File: src/rtl/scr1_dmem_router.sv
// Data-memory router: steers core requests to the memory port (0) or timer port (1)
// by address decode and returns the response of the port holding the outstanding access.
`ifndef SCR1_DMEM_AWIDTH
`define SCR1_DMEM_AWIDTH 32
`endif
`ifndef SCR1_DMEM_DWIDTH
`define SCR1_DMEM_DWIDTH 32
`endif

package scr1_dmem_router_pkg;
  typedef enum logic {
    SCR1_MEM_CMD_RD = 1'b0,
    SCR1_MEM_CMD_WR = 1'b1
  } type_scr1_mem_cmd_e;

  typedef enum logic [1:0] {
    SCR1_MEM_WIDTH_BYTE  = 2'b00,
    SCR1_MEM_WIDTH_HWORD = 2'b01,
    SCR1_MEM_WIDTH_WORD  = 2'b10,
    SCR1_MEM_WIDTH_ERROR = 2'b11
  } type_scr1_mem_width_e;

  typedef enum logic [1:0] {
    SCR1_MEM_RESP_NOTRDY = 2'b00,
    SCR1_MEM_RESP_RDY_OK = 2'b01,
    SCR1_MEM_RESP_RDY_ER = 2'b10
  } type_scr1_mem_resp_e;
endpackage

module scr1_dmem_router
  import scr1_dmem_router_pkg::*;
#(
  parameter logic [`SCR1_DMEM_AWIDTH-1:0] SCR1_PORT1_ADDR_MASK    = 32'hFFFF_FFE0,
  parameter logic [`SCR1_DMEM_AWIDTH-1:0] SCR1_PORT1_ADDR_PATTERN = 32'hF000_0040
) (
  input  logic                          clk,
  input  logic                          rst,
  // core side
  input  logic                          dmem_req,
  input  type_scr1_mem_cmd_e            dmem_cmd,
  input  type_scr1_mem_width_e          dmem_width,
  input  logic [`SCR1_DMEM_AWIDTH-1:0]  dmem_addr,
  input  logic [`SCR1_DMEM_DWIDTH-1:0]  dmem_wdata,
  output logic                          dmem_req_ack,
  output logic [`SCR1_DMEM_DWIDTH-1:0]  dmem_rdata,
  output type_scr1_mem_resp_e           dmem_resp,
  // port 0: memory
  input  logic                          port0_req_ack,
  output logic                          port0_req,
  output type_scr1_mem_cmd_e            port0_cmd,
  output type_scr1_mem_width_e          port0_width,
  output logic [`SCR1_DMEM_AWIDTH-1:0]  port0_addr,
  output logic [`SCR1_DMEM_DWIDTH-1:0]  port0_wdata,
  input  logic [`SCR1_DMEM_DWIDTH-1:0]  port0_rdata,
  input  type_scr1_mem_resp_e           port0_resp,
  // port 1: timer
  input  logic                          port1_req_ack,
  output logic                          port1_req,
  output type_scr1_mem_cmd_e            port1_cmd,
  output type_scr1_mem_width_e          port1_width,
  output logic [`SCR1_DMEM_AWIDTH-1:0]  port1_addr,
  output logic [`SCR1_DMEM_DWIDTH-1:0]  port1_wdata,
  input  logic [`SCR1_DMEM_DWIDTH-1:0]  port1_rdata,
  input  type_scr1_mem_resp_e           port1_resp
);

  typedef enum logic {
    ST_ADDR = 1'b0,
    ST_DATA = 1'b1
  } state_e;

  state_e                        state_reg, state_next;
  logic                          port_sel_reg, port_sel_next;
  logic                          port_sel;
  logic                          sel_ack;
  type_scr1_mem_resp_e           sel_resp;
  logic [`SCR1_DMEM_DWIDTH-1:0]  sel_rdata;

  assign port_sel  = ((dmem_addr & SCR1_PORT1_ADDR_MASK) == SCR1_PORT1_ADDR_PATTERN);
  assign sel_ack   = port_sel     ? port1_req_ack : port0_req_ack;
  assign sel_resp  = port_sel_reg ? port1_resp    : port0_resp;
  assign sel_rdata = port_sel_reg ? port1_rdata   : port0_rdata;

  assign port0_cmd   = dmem_cmd;
  assign port0_width = dmem_width;
  assign port0_addr  = dmem_addr;
  assign port0_wdata = dmem_wdata;
  assign port1_cmd   = dmem_cmd;
  assign port1_width = dmem_width;
  assign port1_addr  = dmem_addr;
  assign port1_wdata = dmem_wdata;

  always_ff @(posedge clk) begin
    if (rst) begin
      state_reg    <= ST_ADDR;
      port_sel_reg <= 1'b0;
    end else begin
      state_reg    <= state_next;
      port_sel_reg <= port_sel_next;
    end
  end

  // Reset forces ADDR behaviour so a pending slave response can never leak to the core.
  always_comb begin
    port0_req     = 1'b0;
    port1_req     = 1'b0;
    dmem_req_ack  = 1'b0;
    dmem_resp     = SCR1_MEM_RESP_NOTRDY;
    dmem_rdata    = '0;
    state_next    = state_reg;
    port_sel_next = port_sel_reg;

    if (rst || (state_reg == ST_ADDR)) begin
      port0_req    = dmem_req & ~port_sel;
      port1_req    = dmem_req &  port_sel;
      dmem_req_ack = sel_ack;
      if (dmem_req && sel_ack) begin
        state_next    = ST_DATA;
        port_sel_next = port_sel;
      end
    end else if (sel_resp != SCR1_MEM_RESP_NOTRDY) begin
      // response cycle: forward it and route a new request in the same cycle
      dmem_resp    = sel_resp;
      dmem_rdata   = sel_rdata;
      port0_req    = dmem_req & ~port_sel;
      port1_req    = dmem_req &  port_sel;
      dmem_req_ack = sel_ack;
      if (dmem_req && sel_ack) begin
        state_next    = ST_DATA;
        port_sel_next = port_sel;
      end else begin
        state_next    = ST_ADDR;
      end
    end
  end

endmodule
File: config.mk
export PLATFORM = sky130hd
export DESIGN_NAME = scr1_dmem_router
export DESIGN_NICKNAME = d
export VERILOG_FILES = /design/src/rtl/scr1_dmem_router.sv
export SDC_FILE = /design/constraint.sdc
export NUM_CORES = 1
export LEC_CHECK = 0
export ABC_AREA = 0
export ABC_CLOCK_PERIOD_IN_PS = 1250
export CAP_MARGIN = 20
export CORE_AREA = 2 2 119 121
export CTS_CLUSTER_DIAMETER = 50
export DETAILED_ROUTE_END_ITERATION = 10
export DIE_AREA = 0 0 121 123
export DONT_BUFFER_PORTS = 1
export SETUP_SLACK_MARGIN = 0.05
export SYNTH_ARGS = -nofsm -noshare
export SYNTH_HDL_FRONTEND = slang
export SYNTH_SLANG_ARGS = --single-unit
File: constraint.sdc
create_clock -name clk -period 1.25 [get_ports clk]
set_input_delay 0.125 -clock clk [delete_from_list [all_inputs] [get_ports clk]]
set_output_delay 0.125 -clock clk [all_outputs]
set_load 0.005 [all_outputs]
==> metrics.csv, run 1 <==
stage;metric;value;unit
sta;max_slew_margin;68.4;%
placed_design;placed_cells_incl_taps;289;
sta;fmax;630;MHz
placed_design;place_area;0.00104;mm2
global_routing;track_usage;5.49;%
layout;fin_util;10.1;%
detailed_routing;drt_first_pass_iters;4;
global_routing;grt_pass1_wl;5.84;mm
detailed_routing;wirelength;4.74;mm
placed_design;gp_congestion;0.681;
min_path;holdCritPathClass;input port to flop;
layout;n_antenna_cell;0;
setup_path;end_kind;output port;
setup_path;crit_path_start_kind;flop;
sta;grt_setup_unrepaired;yes;
die;die_h;123;um
placed_design;place_hpwl;3.56;mm
logic_synthesis;synth-seq-area-share;2.24;%
logic_synthesis;dominantRegCellSynth;dfxtp_1;
sta;period_share;127;%
global_routing;antenna_found_initial;0;
sta;timing_hold_violations_final;0;
setup_path;slowest_delay;0.41;ns
layout;mostFrequentLayoutCells;nor2_1, mux2i_1, buf_4;
die;die_area;0.0149;mm2
clock_network;htreeDepth;1;
sta;tightest_slew;0.472;ns
die;num_rows;43;
logic_synthesis;synth.distinct_cells;28;
detailed_routing;wire_per_inst;15.6;um
die;die-width;121;um
placed_design;portBuffers;0;
sta;tns;-11.68;ns
logic_synthesis;ys_seq_elements;2;
layout;num-fill-cells;1575;
clock_network;clkTransAtPathRegs;0.03;ns
layout;seq_area;43.8;um2
setup_path;cp_max_fo;11;
status;violations;setup timing;
sta;skew;0.000241;ns
logic_synthesis;netlist_instances;243;
power_and_ir_drop;leakage;0.369;nW
setup_path;critical_path_class;flop to output port;
sta;fin_ws;-0.337;ns
clock_network;clockBufferDepth;2;
logic_synthesis;async_flop_share;0;%
setup_path;arrival;1.46;ns
die;start_util;13.1;%
layout;drive_above_1_share;29.8;%
clock_network;cts_tree;yes;
layout;nNetsFinal;266;
clock_network;cts_inserted_buffers;3;
global_routing;grt_pass1_vias;990;
layout;final_area;0.00138;mm2
clock_network;insertion_delay;0.22;ns
power_and_ir_drop;p_per_area;481;mW/mm2
sta;setup_viol;39;
logic_synthesis;synth_area;0.00179;mm2
logic_synthesis;yosysWarnings;0;
detailed_routing;drt_iter0_markers;19;
detailed_routing;vias_per_cell;3.36;
flow_run;maxCapViolCount;0;
layout;mostFrequentLayoutCell;nor2_1;
layout;fin_cells;304;
logic_synthesis;synth_edf_count;0;
logic_synthesis;synth_nets;383;
die;io_pins;311;
die;fp.coreArea;0.0136;mm2
clock_network;cts_sinks;2;
detailed_routing;vias;1021;
global_routing;overflow;0;
detailed_routing;antenna_left;0;
global_routing;grt_max_degree;12;
setup_path;crit_chain;or3b_4, nand3b_1, buf_6, buf_12, nor2_1;
power_and_ir_drop;peakVddDrop;0.776;mV
layout;multi_input_area;732;um2
sta;fin_crit;1.59;ns
clock_network;clockRootBuffer;clkbuf_16;
layout;area_delta_synth_final;-23.1;%
sta;hold_ws;0.166;ns
setup_path;worstPathRequired;1.12;ns
status;run_status;finished with violations;
setup_path;worst_path_max_delay_cell;or3b_4;
sta;drv_slew;0;
detailed_routing;drc;0;
logic_synthesis;syn_avg_cell_area;7.36;um2
-- path summary, 6_finish.rpt --
| path | startpoint | end | slack, ns | depth (start not counted) |
|---|---|---|---|---|
| worst min-delay path | port0_req_ack | state_reg | 0.17 | 2 |
| worst max-delay path | port_sel_reg | dmem_rdata[31] | -0.34 | 5 |
| worst max register to register | port_sel_reg | state_reg | -0.26 | 6 |
| worst min register to register | state_reg | state_reg | 0.74 | 3 |
-- per-stage QoR --
stage | worst slack [ns] | total power [mW]
floorplan | -0.0722 | 0.495
global placement | -0.217 | 0.161
detailed placement | -0.232 | 0.163
CTS | -0.352 | 0.666
global route | -0.386 | 0.684
finish | -0.337 | 0.661
-- what timing repair did --
action                     in CTS  in global routing
buffers inserted                6                  1
gates cloned                    4                  0
hold buffers                    1                  0
setup endpoints to repair      39                 39
gates resized for setup        16                  5
pin swaps                       4                  5
hold endpoints to repair        2                  0
-- synthesized netlist by cell type (2+ instances only) --
library cell	number	area share, %
a211oi_2	2	1.4
a21oi_1	2	0.56
buf_2	3	0.84
buf_4	138	58
dfxtp_1	2	2.2
mux2i_1	34	19
nand2_1	2	0.42
nand2b_1	2	0.70
nor2_1	36	7.6
nor4_1	4	1.4
-- worst max-delay path, delay by kind of cell (launching register included) --
family / cells / cell delay (ns)
AND/OR/NAND/NOR: 3 / 0.62
flip-flops: 1 / 0.35
buffers and inverters: 2 / 0.27
-- metal layers --
layer  global-route usage, %  share of wire [%]  vias to the layer above  routed length (um)
met1                    5.36                 34                      444                1610
met4                    3.71                3.8                        0                 181
met3                    1.89                 11                       22                 534
met2                    9.80                 51                      132                2410
met5                       0                  0                        -                   0
li1                        -                  -                      423                   -
-- kinds of logic (layout without fill, tap and decap cells) --
| kind of cell | Yosys count | after routing | share of synthesized area, % |
|---|---|---|---|
| multiplexers | 34 | 34 | 19.0 |
| AO/OA/AOI/OAI | 10 | 10 | 5.11 |
| AND/OR/NAND/NOR | 55 | 55 | 14.7 |
| flip-flops | 2 | 2 | 2.24 |
| buffers and inverters | 142 | 23 | 59.0 |
-- layout make-up --
cell class / instances / share of cell area, %
repair buffers: 19 / 21.5
multi-input cells: 99 / 53.2
flip-flops and latches: 2 / 3.18
inverters: 1 / 0.273
clock buffers: 3 / 5.46
well taps: 180 / 16.4
-- power breakdown --
group	total [mW]	switching (mW)	internal (mW)
clock network	0.479	0.0719	0.407
logic	0.117	0.0535	0.0632
registers	0.0653	0.00151	0.0638
Power figures use the tool's default switching activity.
==> inputs of run 2 (changes only) <==
CORE_AREA = 2 2 121 123   (was 2 2 119 121)
DIE_AREA = 0 0 123 125   (was 0 0 121 123)
==> metrics.csv, run 2 (synthesis gave the netlist of run 1 again) <==
stage;metric;value;unit;change
placed_design;portBuffers;0;;unchanged
global_routing;antenna_found_initial;0;;unchanged
power_and_ir_drop;leakage;0.371;nW;+0.68%
sta;tns;-11.35;ns;+0.331 ns
power_and_ir_drop;swShare;22.3;%;+3.1 points
global_routing;grt_max_degree;18;;+6
power_and_ir_drop;p_int;0.545;mW;+2.1%
clock_network;cts_tree;yes;;
detailed_routing;drt_first_pass_iters;4;;unchanged
global_routing;overflow;0;;unchanged
placed_design;place_hpwl;4.06;mm;+14%
die;start_util;12.6;%;-0.55 points
layout;drive_above_1_share;38.1;%;+8.3 points
clock_network;clockBufferDepth;2;;unchanged
clock_network;insertion_delay;0.22;ns;about the same
sta;skew;0.00220;ns;+0.00196 ns
clock_network;htreeDepth;1;;unchanged
setup_path;cp_max_fo;8;;-3
setup_path;arrival;1.51;ns;+0.05 ns
setup_path;worstReg2RegEnd;port_sel_reg;;
status;run_status;finished with violations;;
die;fp.coreArea;0.0142;mm2;+4.3%
sta;grt_setup_unrepaired;yes;;
clock_network;cts_sinks;2;;unchanged
sta;timing_hold_violations_final;0;;unchanged
sta;fin_ws;-0.389;ns;-0.0523 ns
die;die-width;123;um;+1.7%
detailed_routing;wirelength;5.67;mm;+20%
detailed_routing;wire_per_inst;18.3;um;+17%
layout;num-fill-cells;1656;;+5.1%
power_and_ir_drop;combPwrFrac;20.9;%;+3.2 points
status;violations;setup timing;;
setup_path;rrSetupSlack;-0.23;ns;+0.03 ns
detailed_routing;drt_iter0_markers;45;;+26
global_routing;track_usage;6.76;%;+1.3 points
power_and_ir_drop;seqPwrFrac;9.2;%;-0.7 points
setup_path;end_kind;output port;;
die;io_pins;311;;unchanged
die;die_h;125;um;+1.6%
clock_network;cts_inserted_buffers;3;;unchanged
detailed_routing;antenna_left;0;;unchanged
power_and_ir_drop;p_switching;0.156;mW;+23%
detailed_routing;drc;0;;unchanged
layout;mostFrequentLayoutCells;mux2i_1, nor2_1, nor2_4;;
global_routing;grt_pass1_vias;1063;;+7.4%
detailed_routing;vias_per_cell;3.51;;+4.4%
sta;period_share;131;%;+4.2 points
die;die_area;0.0154;mm2;+3.3%
setup_path;crit_path_start_kind;flop;;
layout;area_delta_synth_final;-19.7;%;
setup_path;crit_path_end;dmem_rdata[15];;
clock_network;clockRootBuffer;clkbuf_16;;
layout;n_antenna_cell;0;;unchanged
setup_path;cp-startpoint;port_sel_reg;;
sta;fin_crit;1.64;ns;+0.0523 ns
power_and_ir_drop;p_per_area;488;mW/mm2;+1.6%
clock_network;clkTransAtPathRegs;0.03;ns;about the same
setup_path;reg2reg_depth;6;;unchanged
setup_path;critical_path_class;flop to output port;;
sta;fmax;610;MHz;-3.2%
sta;tightest_slew;0.400;ns;-0.0723 ns
setup_path;worstPathRequired;1.12;ns;about the same
flow_run;maxCapViolCount;0;;unchanged
detailed_routing;vias;1087;;+6.5%
placed_design;gp_congestion;0.588;;-14%
layout;mostFrequentLayoutCell;mux2i_1;;
sta;drv_slew;0;;unchanged
sta;max_slew_margin;73.3;%;+4.8 points
sta;setup_viol;39;;unchanged
power_and_ir_drop;power;0.701;mW;+6.2%
min_path;holdCritPathClass;input port to flop;;
power_and_ir_drop;peakVddDrop;0.279;mV;-64%
power_and_ir_drop;clockPowerShare;69.9;%;-2.6 points
layout;nNetsFinal;268;;+0.75%
global_routing;grt_pass1_wl;7.09;mm;+22%
die;num_rows;44;;+2.3%
setup_path;reg2reg_from;port_sel_reg;;
==> run 2: cell types whose count changed in the layout (fill, tap and decap cells not counted), sizes merged <==
cell	before	now
buf	16	19
bufbuf	2	1
==> run 2: through the flow <==
stage / util [%] / setup slack [ns] / hold WS, ns / std cells / area [um2]
after CTS: 10.1 / -0.410 / 0.152 / 312 / 1440
after detailed placement: 7.51 / -0.310 / 0.187 / 297 / 1070
after global placement: 7.51 / -0.322 / 0.189 / 297 / 1070
final: 10.1 / -0.389 / 0.142 / 310 / 1440
after floorplan: - / -0.0722 / 0.190 / 243 / 1810
after global routing: 10.1 / -0.435 / 0.183 / 310 / 1440
==> run 2: worst min-delay path by stage <==
stage / from / endpoint / slack (ns) / cells after the start
after floorplan: rst / port_sel_reg / 0.19 / 1
after global placement: rst / port_sel_reg / 0.19 / 1
after detailed placement: rst / port_sel_reg / 0.19 / 1
after CTS: port1_req_ack / port_sel_reg / 0.15 / 2
after global routing: port0_req_ack / port_sel_reg / 0.18 / 3
final: port1_req_ack / state_reg / 0.14 / 2
==> run 2: cell type report <==
| cell class | count | area, um2 | share of cell area [%] |
|---|---|---|---|
| multi-input combinational | 99 | 802 | 55.8 |
| timing repair buffer | 21 | 282 | 19.6 |
| tap | 184 | 230 | 16.0 |
| clock buffer | 3 | 75.1 | 5.23 |
| sequential | 2 | 43.8 | 3.05 |
| inverter | 1 | 3.75 | 0.261 |
==> run 2: per-layer routing <==
| layer | vias up | track usage [%] | wire (um) |
|---|---|---|---|
| met5 | - | 0 | 0 |
| met4 | 0 | 3.81 | 225 |
| met3 | 36 | 4.11 | 838 |
| met2 | 143 | 9.07 | 2380 |
| met1 | 480 | 8.18 | 2230 |
| li1 | 428 | - | - |
==> run 2: what timing repair did <==
item / CTS / global route
pin swaps: 9 / 6
hold buffers: 1 / 0
endpoints found under the hold margin: 2 / 0
buffers inserted: 8 / 1
gates cloned: 4 / 0
gates resized for setup: 27 / 15
setup endpoints to repair: 39 / 39
==> run 2: worst max-delay path, cell delays in order, from the launching register on <==
cell and delay (ns):
dfxtp_4 0.34, or3b_4 0.38, nand3b_1 0.11, buf_6 0.15, buf_12 0.15, nor2_4 0.04
buf_6 0.12
==> run 2: power by group through the flow <==
| stage | logic, mW | clock network (mW) | registers (mW) |
|---|---|---|---|
| 2_1_floorplan | 0.427 | 0 | 0.0675 |
| 3_3_place_gp | 0.103 | 0 | 0.0674 |
| 3_5_place_dp | 0.104 | 0 | 0.0673 |
| 4_1_cts | 0.150 | 0.498 | 0.0644 |
| 5_1_grt | 0.161 | 0.506 | 0.0646 |
| 6_report | 0.147 | 0.490 | 0.0644 |
==> inputs of run 3 (changes only) <==
SKIP_LAST_GASP = 1   (was default)
==> metrics.csv, run 3 (synthesis gave the netlist of run 1 again) <==
stage;metric;value;unit;change
die;num_rows;44;;unchanged
setup_path;cp_common_cell;buf_6;;
global_routing;grt_max_degree;18;;unchanged
sta;max_slew_margin;73.3;%;unchanged
global_routing;antenna_found_initial;0;;unchanged
die;die_area;0.0154;mm2;unchanged
setup_path;crit_chain;or3b_4, nand3b_1, buf_6, buf_12, nor2_4, buf_6;;
detailed_routing;vias;1079;;-0.74%
power_and_ir_drop;p_per_area;490;mW/mm2;+0.39%
setup_path;worstPathRequired;1.12;ns;about the same
setup_path;rrSetupSlack;-0.23;ns;about the same
sta;timing_hold_violations_final;0;;unchanged
setup_path;worst_path_max_delay_cell;or3b_4;;
die;die-width;123;um;unchanged
layout;n_antenna_cell;0;;unchanged
sta;fin_ws;-0.387;ns;+0.00185 ns
layout;mostFrequentLayoutCell;mux2i_1;;
sta;skew;0.00220;ns;unchanged
detailed_routing;drt_first_pass_iters;4;;unchanged
clock_network;clkTransAtPathRegs;0.03;ns;about the same
clock_network;cts_inserted_buffers;3;;unchanged
placed_design;gp_congestion;0.588;;unchanged
layout;seq_area;43.8;um2;unchanged
layout;nNetsFinal;268;;unchanged
clock_network;htreeDepth;1;;unchanged
power_and_ir_drop;leakage;0.371;nW;-0.19%
sta;fmax;611;MHz;+0.11%
status;run_status;finished with violations;;
setup_path;end_kind;output port;;
layout;area_delta_synth_final;-20.1;%;
setup_path;arrival;1.51;ns;about the same
placed_design;place_hpwl;4.06;mm;unchanged
sta;grt_setup_unrepaired;yes;;
sta;hold_ws;0.142;ns;+0.00000700 ns
detailed_routing;drc;0;;unchanged
die;die_h;125;um;unchanged
layout;mostFrequentLayoutCells;mux2i_1, nor2_1, nor2_4;;
clock_network;insertion_delay;0.22;ns;about the same
sta;drv_slew;0;;unchanged
clock_network;cts_sinks;2;;unchanged
setup_path;crit_path_start_kind;flop;;
global_routing;track_usage;6.72;%;-0.037 points
layout;drive_above_1_share;37.3;%;-0.79 points
detailed_routing;antenna_left;0;;unchanged
clock_network;clockRootBuffer;clkbuf_16;;
detailed_routing;wire_per_inst;18.2;um;-0.32%
global_routing;grt_pass1_wl;7.04;mm;-0.69%
sta;period_share;131;%;-0.15 points
detailed_routing;drt_iter0_markers;54;;+20%
detailed_routing;wirelength;5.65;mm;-0.32%
min_path;holdCritPathClass;input port to flop;;
power_and_ir_drop;peakVddDrop;0.279;mV;about the same
layout;fin_util;10.1;%;-0.053 points
global_routing;overflow;0;;unchanged
setup_path;slowest_delay;0.38;ns;about the same
clock_network;cts_tree;yes;;
die;start_util;12.6;%;unchanged
sta;tightest_slew;0.400;ns;unchanged
detailed_routing;vias_per_cell;3.48;;-0.74%
setup_path;critical_path_class;flop to output port;;
die;io_pins;311;;unchanged
sta;fin_crit;1.64;ns;-0.00185 ns
sta;setup_viol;39;;unchanged
clock_network;clockBufferDepth;2;;unchanged
die;fp.coreArea;0.0142;mm2;unchanged
layout;num-fill-cells;1656;;unchanged
status;violations;setup timing;;
setup_path;cp_max_fo;8;;unchanged
global_routing;grt_pass1_vias;1054;;-0.85%
placed_design;portBuffers;0;;unchanged
flow_run;maxCapViolCount;0;;unchanged
placed_design;post-place-ws;-0.310;ns;unchanged
layout;multi_input_area;795;um2;-0.94%
-- run 3: what timing repair did --
action,CTS,global route
resized for setup,26,14
gates cloned,4,0
endpoints found under the hold margin,2,0
endpoints found under the setup margin,39,39
buffers inserted,8,1
pin swaps,9,5
hold buffers,1,0
-- run 3: layout make-up --
type,count,share of cell area [%]
Inverter,1,0.263
Sequential cell,2,3.06
Tap cell,184,16.1
Multi-Input combinational cell,99,55.6
Clock buffer,3,5.25
Timing Repair Buffer,21,19.7
-- run 3: worst paths after layout --
path,start,end,cells after the start
setup / recovery,port_sel_reg,dmem_rdata[15],6
hold / removal,port1_req_ack,state_reg,2
setup reg to reg,port_sel_reg,port_sel_reg,6
hold reg to reg,port_sel_reg,port_sel_reg,3
-- run 3: power by group --
group          leakage, nW  internal [mW]  switching, mW
sequential          0.0171         0.0638       0.000658
combinational        0.317         0.0734         0.0724
clock               0.0370          0.408         0.0824
-- run 3: layer usage --
layer,global-route usage [%],vias up,routed length (um)
li1,-,428,-
met1,8.15,473,2220
met2,8.97,144,2370
met3,4.11,34,848
met4,3.81,0,223
met5,0,-,0
-- run 3: per-stage QoR --
step	total power [mW]	TNS, ns	area (um2)	std cells
after floorplan	0.495	-2.18	1810	243
after global placement	0.171	-2.92	1070	297
after detailed placement	0.172	-3.73	1070	297
after CTS	0.712	-13.67	1430	312
after global routing	0.731	-13.52	1430	310
final	0.701	-11.18	1430	310
-- run 3: critical path, delay by kind of cell (launching register included) --
| kind | cells | cell delay [ns] |
|---|---|---|
| and+or+nand+nor | 3 | 0.53 |
| buffers and inverters | 3 | 0.42 |
| DFF | 1 | 0.34 |
